File: src/rtl/cale_de_control_param.sv
// Control path for the LDH iterative datapath: clear, load, then step the
// datapath for a runtime-selected number of iterations, and hold the result
// until the consumer acknowledges it. An abort cancels the operation at any point.
//
// Ports:
//   clk       in   rising-edge clock
//   reset     in   asynchronous active-low reset
//   start     in   request a new operation (IDLE, or DONE together with ack)
//   nr_iter   in   requested iteration count, sampled with an accepted start
//   abort     in   cancel the current operation
//   ack       in   consumer accepts the result (DONE only)
//   reset_cd  out  datapath clear pulse
//   load      out  datapath operand load pulse
//   step      out  datapath iteration enable
//   iter_cnt  out  index of the current iteration
//   busy      out  operation in progress
//   readyS    out  result valid
//   aborted   out  one-cycle pulse after a cancelled operation
module cale_de_control_param #(
  parameter int unsigned X  = 8,
  parameter int unsigned CW = 4
) (
  input  logic          clk,
  input  logic          reset,
  input  logic          start,
  input  logic [CW-1:0] nr_iter,
  input  logic          abort,
  input  logic          ack,
  output logic          reset_cd,
  output logic          load,
  output logic          step,
  output logic [CW-1:0] iter_cnt,
  output logic          busy,
  output logic          readyS,
  output logic          aborted
);

  typedef enum logic [2:0] {
    S_IDLE = 3'd0,
    S_CLR  = 3'd1,
    S_LOAD = 3'd2,
    S_RUN  = 3'd3,
    S_DONE = 3'd4
  } state_e;

  state_e        state_q, state_d;
  logic [CW-1:0] n_q, n_d;
  logic [CW-1:0] cnt_q, cnt_d;
  logic [CW-1:0] n_req;
  logic          take_start;
  logic          aborted_d;
  logic          reset_cd_q, load_q, step_q, busy_q, readyS_q, aborted_q;

  // Effective count: zero and oversized requests both mean a full X-iteration run.
  always_comb begin
    n_req = nr_iter;
    if ((nr_iter == '0) || (nr_iter > CW'(X))) begin
      n_req = CW'(X);
    end
  end

  // Next state, count latch and abort pulse.
  always_comb begin
    state_d    = state_q;
    take_start = 1'b0;
    aborted_d  = 1'b0;
    n_d        = n_q;
    case (state_q)
      S_IDLE: begin
        if (start) begin
          state_d    = S_CLR;
          take_start = 1'b1;
        end
      end
      S_CLR: begin
        if (abort) begin
          state_d   = S_IDLE;
          aborted_d = 1'b1;
        end else begin
          state_d = S_LOAD;
        end
      end
      S_LOAD: begin
        if (abort) begin
          state_d   = S_IDLE;
          aborted_d = 1'b1;
        end else begin
          state_d = S_RUN;
        end
      end
      S_RUN: begin
        if (abort) begin
          state_d   = S_IDLE;
          aborted_d = 1'b1;
        end else if (cnt_q == (n_q - CW'(1))) begin
          state_d = S_DONE;
        end
      end
      S_DONE: begin
        // abort outranks ack and start
        if (abort) begin
          state_d   = S_IDLE;
          aborted_d = 1'b1;
        end else if (ack) begin
          if (start) begin
            state_d    = S_CLR;
            take_start = 1'b1;
          end else begin
            state_d = S_IDLE;
          end
        end
      end
      default: state_d = S_IDLE;
    endcase
    if (take_start) begin
      n_d = n_req;
    end
  end

  // Iteration index: zero outside RUN/DONE, counts in RUN, frozen at n-1 in DONE.
  always_comb begin
    cnt_d = '0;
    case (state_d)
      S_RUN:   cnt_d = (state_q == S_RUN) ? (cnt_q + CW'(1)) : '0;
      S_DONE:  cnt_d = cnt_q;
      default: cnt_d = '0;
    endcase
  end

  // State and Moore outputs, registered from the next state.
  always_ff @(posedge clk or negedge reset) begin
    if (!reset) begin
      state_q    <= S_IDLE;
      n_q        <= CW'(X);
      cnt_q      <= '0;
      reset_cd_q <= 1'b0;
      load_q     <= 1'b0;
      step_q     <= 1'b0;
      busy_q     <= 1'b0;
      readyS_q   <= 1'b0;
      aborted_q  <= 1'b0;
    end else begin
      state_q    <= state_d;
      n_q        <= n_d;
      cnt_q      <= cnt_d;
      reset_cd_q <= (state_d == S_CLR);
      load_q     <= (state_d == S_LOAD);
      step_q     <= (state_d == S_RUN);
      busy_q     <= (state_d == S_CLR) || (state_d == S_LOAD) || (state_d == S_RUN);
      readyS_q   <= (state_d == S_DONE);
      aborted_q  <= aborted_d;
    end
  end

  assign reset_cd = reset_cd_q;
  assign load     = load_q;
  assign step     = step_q;
  assign iter_cnt = cnt_q;
  assign busy     = busy_q;
  assign readyS   = readyS_q;
  assign aborted  = aborted_q;

endmodule

File: config.mk
export PLATFORM = sky130hd
export DESIGN_NAME = cale_de_control_param
export DESIGN_NICKNAME = d
export VERILOG_FILES = /design/src/rtl/cale_de_control_param.sv
export SDC_FILE = /design/constraint.sdc
export NUM_CORES = 1
export LEC_CHECK = 0
export ABC_AREA = 0
export CAP_MARGIN = 10
export CORE_MARGIN = 2
export CORE_UTILIZATION = 37
export CTS_CLUSTER_SIZE = 14
export DETAILED_ROUTE_END_ITERATION = 16
export PLACE_DENSITY = 0.65
export RECOVER_POWER = 25
export SYNTH_ARGS = -nofsm -noshare
export SYNTH_HDL_FRONTEND = slang
export SYNTH_SLANG_ARGS = --single-unit
File: constraint.sdc
create_clock -name clk -period 1.8 [get_ports clk]
set_input_delay 0.36 -clock clk [delete_from_list [all_inputs] [get_ports clk]]
set_output_delay 0.36 -clock clk [all_outputs]
set_load 0.02 [all_outputs]
==> results.md, run 1 <==
Routing:
- The number of nets still failing antenna checks after routing is 0.
- The via-per-instance ratio is 5.193.
- In the detailed route, the total length drawn on met2 is 835 µm.
- After detailed routing, the average wire length per cell comes to 12.84 µm.
- The detailed router finished its first iteration with 8 violations.
- The number of DRC violations after detailed routing is 0.
- The aggregate routed wire length is 1798 µm.
- The amount of wire on met3 after detailed routing is 83 µm.
- Routed signal wires occupy layers up through met4.
- The number of optimization iterations in the first detailed-route pass is 2.
- The detailed router placed 727 vias in this run.
- After detailed routing, the wire length on met1 is 828 µm.

Timing:
- The slew of the pin with the lowest slew margin is 0.9746 ns.
- The worst-case hold slack is 0.5407 ns.
- The worst relative slew slack is 35.03%.
- Setup repair after global routing could not meet its margin everywhere.
- The final clock period utilization by the worst path is 96.83%.
- The setup-violating endpoint count in the final report is 0.
- The worst path in the final design needs a cycle of 1.743 ns, including I/O delays and setup.
- The count of final hold-check violations is 0.
- The top achievable clock speed is 573.7 MHz.
- Across the routed clock network, the largest skew measured is 0.003839 ns.
- The max-slew violation total from the final report was 0.

Critical path:
- The critical register-to-register path startpoint is n_q[0].
- The worst setup path is of the flip-flop to output port kind.
- The number of cells on the worst reg-to-reg path is 7.
- The slack of the worst reg-to-reg path is 0.08 ns.
- Counting both buffers and inverters, the worst setup path holds a total of 1.
- STA classifies the critical path endpoint as an output port.
- The critical path startpoint category is a flip-flop.
- The worst endpoint data arrival time is 1.38 ns.
- The signal on the critical path passes through clkdlybuf4s50_1.
- For the worst setup path, the data required time is 1.44 ns.
- Among all stages on the critical path, the largest delay is contributed by clkdlybuf4s50_1.
- Grouping stages by cell kind, the critical path spends the most delay in buffers and inverters.
- The destination of the worst register-to-register timing path is iter_cnt[2].
- In this design, the stage delay of the slowest critical-path cell is 0.64 ns.
- The highest net fanout along the worst path is 6.

Synth:
- The synthesized netlist devotes 2.841% of its cell area to adder and majority cells.
- The number of distinct library cells after synthesis is 39.
- The largest total area in the synthesized netlist belongs to dfrtp_1.
- The net count of the mapped netlist is 91.
- The post-synthesis instance area is 880.8 µm².
- The synthesized netlist devotes 19.60% of its cell area to simple gates.
- After synthesis, the share of flip-flops with an asynchronous set or reset is 100.0%.
- Of the post-synthesis cell area, the dominant cell type holds 45.45%.
- The count of state elements after synthesis is 17.
- Summing the areas of all compound-gate instances in the mapped netlist gives 17.19% of the synthesized area.
- The yosys synthesis warning count is 0.
- In the synthesized netlist the dominant register cell turns out to be dfrtp_1.
- The commonest cells after synthesis are dfrtp_1 (16), inv_1 (5), nand2_1 (4), nor2_1 (4), xnor2_1 (4).
- The proportion of synthesized area in mux cells is 0%.
- After synthesis, the largest family of logic cells by area is simple AND/OR/NAND/NOR gates.
- After Yosys synthesis, XOR and XNOR cells account for 7.813% of the synthesized area.
- The count of flip-flops with a built-in enable after synthesis is 0.
- After technology mapping, the gate count stands at 80.
- The mean instance size in the synthesized netlist is 11.01 µm².
- After synthesis, flip-flops and latches occupy 48.44% of the total area.
- The most instantiated library cell after synthesis is dfrtp_1.
- Sorting the synthesized cells by area gives the leading types as dfrtp_1 (45%), xnor2_1 (4.0%), dfstp_2 (3.0%), ha_1 (2.8%), xor3_2 (2.8%).

CTS:
- The clock drives 17 sinks.
- In this run, CTS created clock tree buffers numbering 3.
- Buffers inserted to repair hold after CTS numbered 0.
- The buffer count from post-CTS setup fixing is 0.
- TritonCTS built the clock tree.
- The H-tree depth reported by CTS is 1.
- The clock-pin slew on the worst setup and hold paths is 0.10 ns.
- The library cell used as clock root buffer is clkbuf_4.
- The deepest clock path buffer count is 2.
- For the worst-skew pair, the clock arrives at the later sink with an insertion delay of 0.30 ns.

Power and ir drop:
- The analysis attributes to cell leakage a power of 0.5971 nW.
- In this run the power density over the cells is 941.8 mW/mm².
- The highest ir drop seen on vdd is 0.5134 mV.

Global routing:
- The number of global-route vias before repair came to 698.
- Entering global routing, the biggest net connects 18 pins.
- The global-route usage over all layers is 15.48%.
- The number of antenna violations at the first check in global routing is 0.
- The wire length of the first global-routing pass is 3036 µm.
- Summed over all layers, the global routing overflow is 0.

Floorplan:
- The floorplan step set the die width to 52.79 µm.
- The count of standard-cell rows is 17.
- In this run the vertical extent of the chip is 52.79 µm.
- The initial core utilization is 39.44%.
- The floorplan step defined a die boundary enclosing 0.002787 mm².
- The floorplan step defined a core boundary enclosing 0.002233 mm².
- The number of placed I/O pins is 19.

Final layout:
- The final net count is 124.
- The summed area of non-filler cells in the final layout is 0.001214 mm².
- The area growth from synthesis to layout is 37.78%.
- The count of antenna diodes in the layout is 0.
- In the final layout, the share of cells above drive strength 1 is 21.43%.

Place:
- The placed standard-cell area is 0.001180 mm².
- The count of buffers added on input and output ports is 18.
- Routability-driven placement finished with a final weighted congestion of 0.8105.

Min path:
- The min-delay analysis places its worst path in the category flip-flop to flip-flop.
- Counting instances, the worst hold path has a depth of 2.
- The worst hold path begins at n_q[3].
- The endpoint of the worst hold path is n_q[3].

Run:
- The reported max-cap violation count is 0.

Run status:
- The run finished with clean final reports.
==> cell usage in the layout (no fill, tap or decap), types with 2 or more instances in the layout <==
| master | instances |
|---|---|
| xnor2_1 | 3 |
| a31oi_1 | 2 |
| clkbuf_1 | 2 |
| clkbuf_4 | 3 |
| inv_1 | 5 |
| a21oi_1 | 2 |
| or3_1 | 3 |
| nand2_1 | 4 |
| and3_1 | 2 |
| dfrtp_1 | 16 |
| a31o_1 | 2 |
| ha_1 | 2 |
| buf_4 | 12 |
| clkdlybuf4s50_1 | 14 |
| nor2_1 | 4 |
| and2_1 | 2 |
| nand3_1 | 3 |
| o21ai_1 | 3 |
| dlymetal6s2s_1 | 2 |
==> through the flow <==
step	util [%]	setup slack [ns]	TNS, ns	std cells	total power [W]
6_report	54.34	0.05700	0	140	0.001143
3_5_place_dp	52.83	-0.07011	-0.1415	136	0.0009318
4_1_cts	53.95	0.01990	0	140	0.001143
3_3_place_gp	52.83	-0.03806	-0.07197	136	0.0009215
5_1_grt	54.34	-0.02181	-0.02766	140	0.001211
2_1_floorplan	-	0.1439	0	80	0.0007535
==> worst max path at each step <==
| stage | from | to | slack [ns] | cells after the start |
|---|---|---|---|---|
| finish | iter_cnt[3] | iter_cnt[3] | 0.06 | 1 |
| global route | n_q[0] | iter_cnt[2] | -0.02 | 7 |
| CTS | n_q[0] | iter_cnt[2] | 0.02 | 7 |
| detailed placement | ack | n_q[2] | -0.07 | 6 |
| global placement | abort | iter_cnt[3] | -0.04 | 6 |
| floorplan | n_q[0] | busy | 0.14 | 6 |
==> per-layer routing <==
layer,vias up,global-route usage (%)
met5,-,0
met4,0,10.26
met3,5,2.857
met1,351,18.00
li1,353,-
met2,18,25.62
==> kinds of logic (layout without fill, tap and decap cells) <==
family	after synthesis	count (layout)
AO/OA/AOI/OAI	19	19
XOR/XNOR	6	6
adder cells (fa/ha/maj)	2	2
buffers and inverters	9	41
flip-flops	17	17
AND/OR/NAND/NOR	27	27
==> sequential cells by signal, summed over array words and instances, names as in the netlist <==
name,count
iter_cnt,4
readyS,1
step,1
load,1
busy,1
n_q,4
aborted,1
state_q,3
reset_cd,1
==> repair_timing <==
| action | in CTS | in global routing |
|---|---|---|
| gates resized for setup | 1 | 3 |
| endpoints found under the setup margin | 1 | 3 |
| gates cloned | 0 | 0 |
==> area by class of cell <==
class                           instances  area (µm²)
Multi-Input combinational cell         54       425.4
Inverter                                6       22.52
Clock buffer                            4       26.28
Timing Repair Buffer                   31       277.8
Fill cell                             205        1020
Sequential cell                        17       426.7
Tap cell                               28       35.03
==> power by group <==
group | switching [W] | internal, W | total (W)
sequential | 0.0000435 | 0.000443 | 0.000486
combinational | 0.000214 | 0.000235 | 0.000449
clock | 0.000121 | 0.0000864 | 0.000207
No activity file was read; power rests on OpenSTA's default activity.
==> run 2: changes to the inputs <==
--- a/config.mk
+++ b/config.mk
@@ -7,7 +7,6 @@
 export LEC_CHECK = 0
 export ABC_AREA = 0
 export CAP_MARGIN = 10
-export CORE_MARGIN = 2
 export CORE_UTILIZATION = 37
 export CTS_CLUSTER_SIZE = 14
 export DETAILED_ROUTE_END_ITERATION = 16
==> run 2 against run 1 <==
Non-clock buffer count did not move. Largest power group unchanged. Count of clock-buffer cells in the layout fell by 1. Critical path type unchanged. Core utilization rose by 0.17 points. Sequential share of layout area fell by 0.11 points. Combinational power barely moved.
==> results.md, run 2 (same netlist as run 1, synthesis figures left out) <==
Global routing:
- The global-route usage over all layers is 16.15%.
- The maximum number of pins on one net before global-route repair is 18.
- The wire length of the first global-routing pass is 3022 µm.
- The remaining global-route overflow is 0.
- The number of global-route vias before repair is 679.
- The number of antenna violations at the first check in global routing is 0.

Floorplan:
- The die covers 0.002580 mm².
- The overall die height is 50.79 µm.
- The number of placed I/O pins is 19.
- The x dimension of the die is 50.79 µm.
- The initial core utilization is 39.44%.
- The floorplan step defined a core boundary enclosing 0.002233 mm².
- The count of standard-cell rows is 17.

Place:
- In this run, placement finished with an instance count of 136.
- The final weighted congestion in routability-driven placement is 0.8349.
- The number of buffers added on ports is 18.
- Detailed placement ended at an HPWL of 1368 µm.

CTS:
- TritonCTS built the clock tree.
- The number of clock sinks is 17.
- The clock passes through at most 2 buffers.
- After clock tree synthesis, the clock-pin slew on the worst setup and hold paths is 0.11 ns.
- The cts-stage hold buffer count is 0.
- The H-tree depth reported by CTS is 1.
- The buffer count from post-CTS setup fixing is 0.
- The clock latency reported for the late side of the worst-skew pair is 0.29 ns.
- In this run, CTS created clock tree buffers numbering 3.
- The tree is rooted in a clkbuf_4.

Critical path:
- The standard cell with the maximum stage delay on the critical path is clkdlybuf4s50_1.
- In this run the number of cells on the critical path is 1.
- The setup path with the least slack is of type flip-flop to output port.
- The slack of the worst reg-to-reg path is 0.10 ns.
- For this run, the slowest stage of the critical path takes 0.63 ns.
- The destination of the worst register-to-register timing path is iter_cnt[2].
- The signal on the critical path passes through clkdlybuf4s50_1.
- The highest net fanout along the worst path is 6.
- Data arrives at the worst endpoint at 1.37 ns.
- The count of buffer and inverter cells on the critical path is 1.
- For the worst flop-to-flop path, the logic depth is 7.
- The required time of the worst setup path is 1.44 ns.
- The critical path endpoint category is an output port.
- The critical register-to-register path startpoint is n_q[0].
- STA classifies the critical path startpoint as a flip-flop.
- The family of cells with the greatest summed delay on the critical path is buffers and inverters.
- The most critical setup path has its endpoint at iter_cnt[3].
- In this run the worst setup path begins at iter_cnt[3].

Routing:
- The number of optimization iterations in the first detailed-route pass is 4.
- In the routed layout, each cell is associated on average with a via count of 5.000.
- The aggregate routed wire length is 1767 µm.
- The first routing iteration left 7 violations.
- The count of nets left with antenna violations once routing finished came out at 0.
- The number of DRC violations after detailed routing is 0.
- Detailed routing inserted a total of 700 vias.
- The detailed-route wire length per cell is 12.62 µm.

Final layout:
- Relative to the synthesized area, the layout overhead comes to 38.21%.
- The storage element area is 426.7 µm².
- The count of non-filler cells in the finished layout is 140.
- The final layout contains 124 nets.
- Leaving out fill and tap cells, the most frequent cells in the layout are dfrtp_1 (16), clkdlybuf4s50_1 (14), buf_4 (12).
- The library cell used most frequently in the layout, excluding fill and tap cells, is dfrtp_1.
- After filler insertion, the fill cell instance count of the layout stands at 213.
- In the final layout, the share of cells above drive strength 1 is 22.32%.
- The area of the multi-input gates is 425.4 µm².
- The count of antenna diodes in the layout is 0.

Power and ir drop:
- The power per cell area is 949.8 mW/mm².
- The total power after layout is 0.001156 W.
- The highest ir drop seen on vdd is 0.5226 mV.
- The standby leakage power is 0.5920 nW.

Timing:
- The clock period could shrink to 1.729 ns.
- Setup repair after global routing left no endpoint under its margin.
- The max-slew violation total from the final report is 0.
- The setup-violating endpoint count in the final report is 0.
- The worst path uses 96.05% of the clock period.
- In this run the tightest slew margin relative to its limit is 40.19%.
- Static timing analysis puts the maximum clock frequency at 578.4 MHz.
- The count of final hold-check violations came to 0.
- Final hold analysis gives a worst-case slack of 0.5378 ns.
- The post-route clock skew is 0.004340 ns.
- The slew of the pin with the lowest slew margin is 0.8972 ns.

Run status:
- The flow ran to the end, and the final reports show no timing, DRC or antenna violations.

Run:
- Max-cap violations in this run came to 0.

Min path:
- The tightest min-delay check is of the flip-flop to flip-flop type.
## run 2: cell count changes in the layout (fill, tap and decap cells not counted), sizes merged
cell,change
clkbuf,-1
clkinvlp,+1
## run 2: metal layers
layer	wire length, µm	global-route usage (%)	vias up
met1	847	19.92	326
met3	84	4.242	4
met5	0	0	-
met2	802	26.44	17
met4	33	6.944	0
li1	-	-	353
## run 2: cell type report
type / count / share of cell area (%)
Inverter: 6 / 1.850
Sequential cell: 17 / 35.05
Clock inverter: 1 / 0.6166
Multi-Input combinational cell: 54 / 34.94
Tap cell: 28 / 2.878
Timing Repair Buffer: 31 / 22.82
Clock buffer: 3 / 1.850
## run 2: worst min-delay path by stage
stage / endpoint / cells after the start / slack (ns) / start
floorplan: aborted / 0 / 0.06 / reset
global placement: n_q[3] / 2 / 0.51 / n_q[3]
detailed placement: n_q[3] / 2 / 0.52 / n_q[3]
CTS: step / 2 / 0.37 / reset
global route: n_q[3] / 2 / 0.57 / n_q[3]
finish: n_q[3] / 2 / 0.54 / n_q[3]
## run 2: what timing repair did
action | 4_1_cts | 5_1_grt
setup endpoints to repair | 1 | 3
pin swaps | 0 | 2
gates resized for setup | 1 | 3
## run 2: through the flow
stage	utilization, %	cell area (µm²)	worst slack, ns	setup TNS (ns)
finish	54.51	1217	0.07112	0
global route	54.51	1217	0.002555	0
CTS	54.12	1209	0.002981	0
detailed placement	52.83	1180	-0.07678	-0.2128
global placement	52.83	1180	-0.05862	-0.09044
floorplan	-	880.8	0.1439	0
## run 2: report_power, final
group,leakage (nW),internal [W],switching [W]
clock,0.0139,0.0000845,0.000135
sequential,0.223,0.000443,0.0000474
combinational,0.355,0.000231,0.000215
total,0.592,0.000759,0.000398
==> run 3: changes to the inputs <==
--- a/config.mk
+++ b/config.mk
@@ -7,6 +7,7 @@
 export LEC_CHECK = 0
 export ABC_AREA = 0
 export CAP_MARGIN = 10
+export CORE_MARGIN = 3
 export CORE_UTILIZATION = 37
 export CTS_CLUSTER_SIZE = 14
 export DETAILED_ROUTE_END_ITERATION = 16
==> run 3 against run 2 <==
Clock power shrank 7%. Core utilization rose by 0.28 points. Cell count is the same. Count of clock-buffer cells in the layout increased by 1. Clock skew up 0.0021 ns. First-iteration DRC count is 86% higher. Critical path depth grew 6. Wire length grew 2.6%. Die area increased by 16%. Via count grew 2.6%.
==> results.md, run 3 (same netlist as run 1, synthesis figures left out) <==
Critical path:
- The worst endpoint data arrival time is 1.89 ns.
- In this run the critical register-to-register path is captured at iter_cnt[2].
- The worst register-to-register path has a setup slack of 0.13 ns.
- By startpoint and endpoint, the worst setup path is classified as flip-flop to flip-flop.
- The critical path endpoint category is a flip-flop.
- In this run the number of cells on the critical path is 7.
- The signal on the critical path passes through inv_1, ha_1, xnor2_2, nor3_4, buf_6, a2111o_1, o211ai_2.
- On the critical path the largest part of the delay comes from compound AO/OA/AOI/OAI gates.
- The number of cells on the worst reg-to-reg path is 7.
- The standard cell with the maximum stage delay on the critical path is a2111o_1.
- The critical register-to-register path startpoint is n_q[0].
- The critical path startpoint category is a flip-flop.
- The critical path capture point is iter_cnt[2].
- The startpoint of the most critical setup path is n_q[0].
- The stage delay of the slowest cell on the critical path is 0.41 ns.
- Counting both buffers and inverters, the worst setup path holds a total of 2.
- The highest net fanout along the worst path is 4.
- STA puts the critical path data required time at 2.02 ns.

Timing:
- After layout, the worst path uses 92.87% of the clock period.
- Setup violations remaining at the end of the flow were counted as 0.
- In this run the tightest slew margin relative to its limit is 37.58%.
- The count of final hold-check violations was 0.
- The max-slew violation total from the final report came to 0.
- The slew of the pin with the lowest slew margin is 0.9363 ns.
- The top achievable clock speed is 598.2 MHz.
- Setup repair after global routing left no endpoint under its margin.
- The shortest period the worst path allows is 1.672 ns.
- The post-route clock skew is 0.006485 ns.

CTS:
- The clock reaches the later pin of the worst-skew pair after 0.29 ns.
- The clock passes through at most 2 buffers.
- TritonCTS built the clock tree.
- After clock tree synthesis, the clock-pin slew on the worst setup and hold paths is 0.10 ns.
- The H-tree depth reported by CTS is 1.
- The clock buffer count from CTS is 3.
- CTS placed an instance of clkbuf_4 at the clock tree root.
- The number of clock sinks is 17.

Final layout:
- The top cell types in the final layout, fill and taps aside, are dfrtp_1 (16), clkdlybuf4s50_1 (13), buf_4 (11).
- The most common cell after layout, fill and taps aside is dfrtp_1.
- Relative to the synthesized area, the layout overhead comes to 38.92%.
- The layout filler cell count is 206.
- The repair_antennas step left the layout with diodes totalling 0.
- The count of non-filler cells in the finished layout is 140.
- The net count of the finished layout is 124.
- The fraction of final layout cells with drive strength greater than 1 is 21.43%.

Floorplan:
- From bottom edge to top edge, the die measures 54.79 µm.
- The die is 54.79 µm wide.
- The number of placed I/O pins is 19.
- The total core area is 0.002233 mm².
- The overall die area is 0.003002 mm².
- The count of standard-cell rows is 17.
- The initial utilization of the core area, before any placement, comes to 39.44%.

Global routing:
- The wire length of the first global-routing pass is 3001 µm.
- For this run the aggregate overflow at the end of global routing stands at 0.
- The maximum number of pins on one net before global-route repair is 18.
- The global-route usage over all layers is 14.04%.
- The number of antenna violations at the first check in global routing is 0.
- The number of global-route vias before repair is 709.

Place:
- The congestion estimate from routability-driven global placement came to 0.8762.
- The instance count after placement with tap cells included is 136.
- Once detailed placement completed, the half-perimeter wirelength came to 1410 µm.
- The number of buffers added on ports is 18.

Routing:
- The detailed-route wire length per cell is 12.95 µm.
- The via-per-instance ratio is 5.129.
- The number of DRC violations after detailed routing is 0.
- The routed via count is 718.
- The detailed router finished its first iteration with 13 violations.
- The routed design has 1813 µm of wire.
- Before antenna repair, the detailed router went through 4 iterations.
- The number of nets still failing antenna checks after routing is 0.

Power and ir drop:
- The power per cell area is 929.9 mW/mm².
- IR analysis of the VDD net gives a maximum drop of 0.7778 mV.
- The analysis attributes to cell leakage a power of 0.6265 nW.
- The design draws 0.001138 W.

Min path:
- The class of the most critical hold timing path is flip-flop to flip-flop.

Run status:
- The run finished with clean final reports.

Run:
- The reported max-cap violation count is 0.
[run 3: cell count changes in the layout (fill, tap and decap cells not counted), sizes merged]
cell	previous run	this run
dlymetal6s2s	2	4
clkdlybuf4s50	14	13
dlygate4sd2	1	0
clkbuf	4	5
clkinvlp	1	0
[run 3: what timing repair did]
item	in CTS	in global routing
setup buffers	0	0
endpoints found under the setup margin	0	5
gates resized for setup	0	6
hold buffers	0	0
[run 3: worst min path at each step]
stage          slack, ns       to  cells past startpoint    from
4_1_cts             0.39     step                      2   reset
2_1_floorplan       0.06  aborted                      0   reset
3_3_place_gp        0.51   n_q[3]                      2  n_q[3]
5_1_grt             0.55   n_q[3]                      2  n_q[3]
3_5_place_dp        0.50   n_q[3]                      2  n_q[3]
6_report            0.51   n_q[3]                      2  n_q[3]
[run 3: cell type report]
type                    count  area, µm²  area share (%)
repair buffers             31      287.8           23.52
inverters                   6      22.52           1.840
flip-flops and latches     17      426.7           34.87
clock buffers               4      26.28           2.147
well taps                  28      35.03           2.863
multi-input cells          54      425.4           34.76
[run 3: through the flow]
step	setup TNS (ns)	cell area (µm²)	setup WS [ns]	hold slack, ns	utilization (%)
floorplan	0	880.8	0.1439	0.06441	-
global placement	-0.06854	1180	-0.03729	0.5062	52.83
detailed placement	-0.2625	1180	-0.08995	0.5006	52.83
CTS	0	1206	0.01670	0.3897	54.01
global route	0	1224	0.01070	0.5494	54.79
finish	0	1224	0.1284	0.5136	54.79
[run 3: worst min-delay path: stages, from the launching register on]
cell	delay (ns)
dfstp_2	0.38
nor2_1	0.09
a31oi_1	0.04
[run 3: metal layers]
layer | up-vias | GRT usage (%) | wire (µm)
met5 | - | 0 | 0
met3 | 4 | 5.722 | 110
met2 | 23 | 23.82 | 884
met4 | 0 | 3.734 | 22
li1 | 357 | - | -
met1 | 334 | 16.13 | 796
[run 3: report_power, final]
group	internal, W	leakage [nW]	switching (W)
Sequential	0.000443	0.223	0.0000473
Combinational	0.000233	0.388	0.000210
Clock	0.0000861	0.0150	0.000119
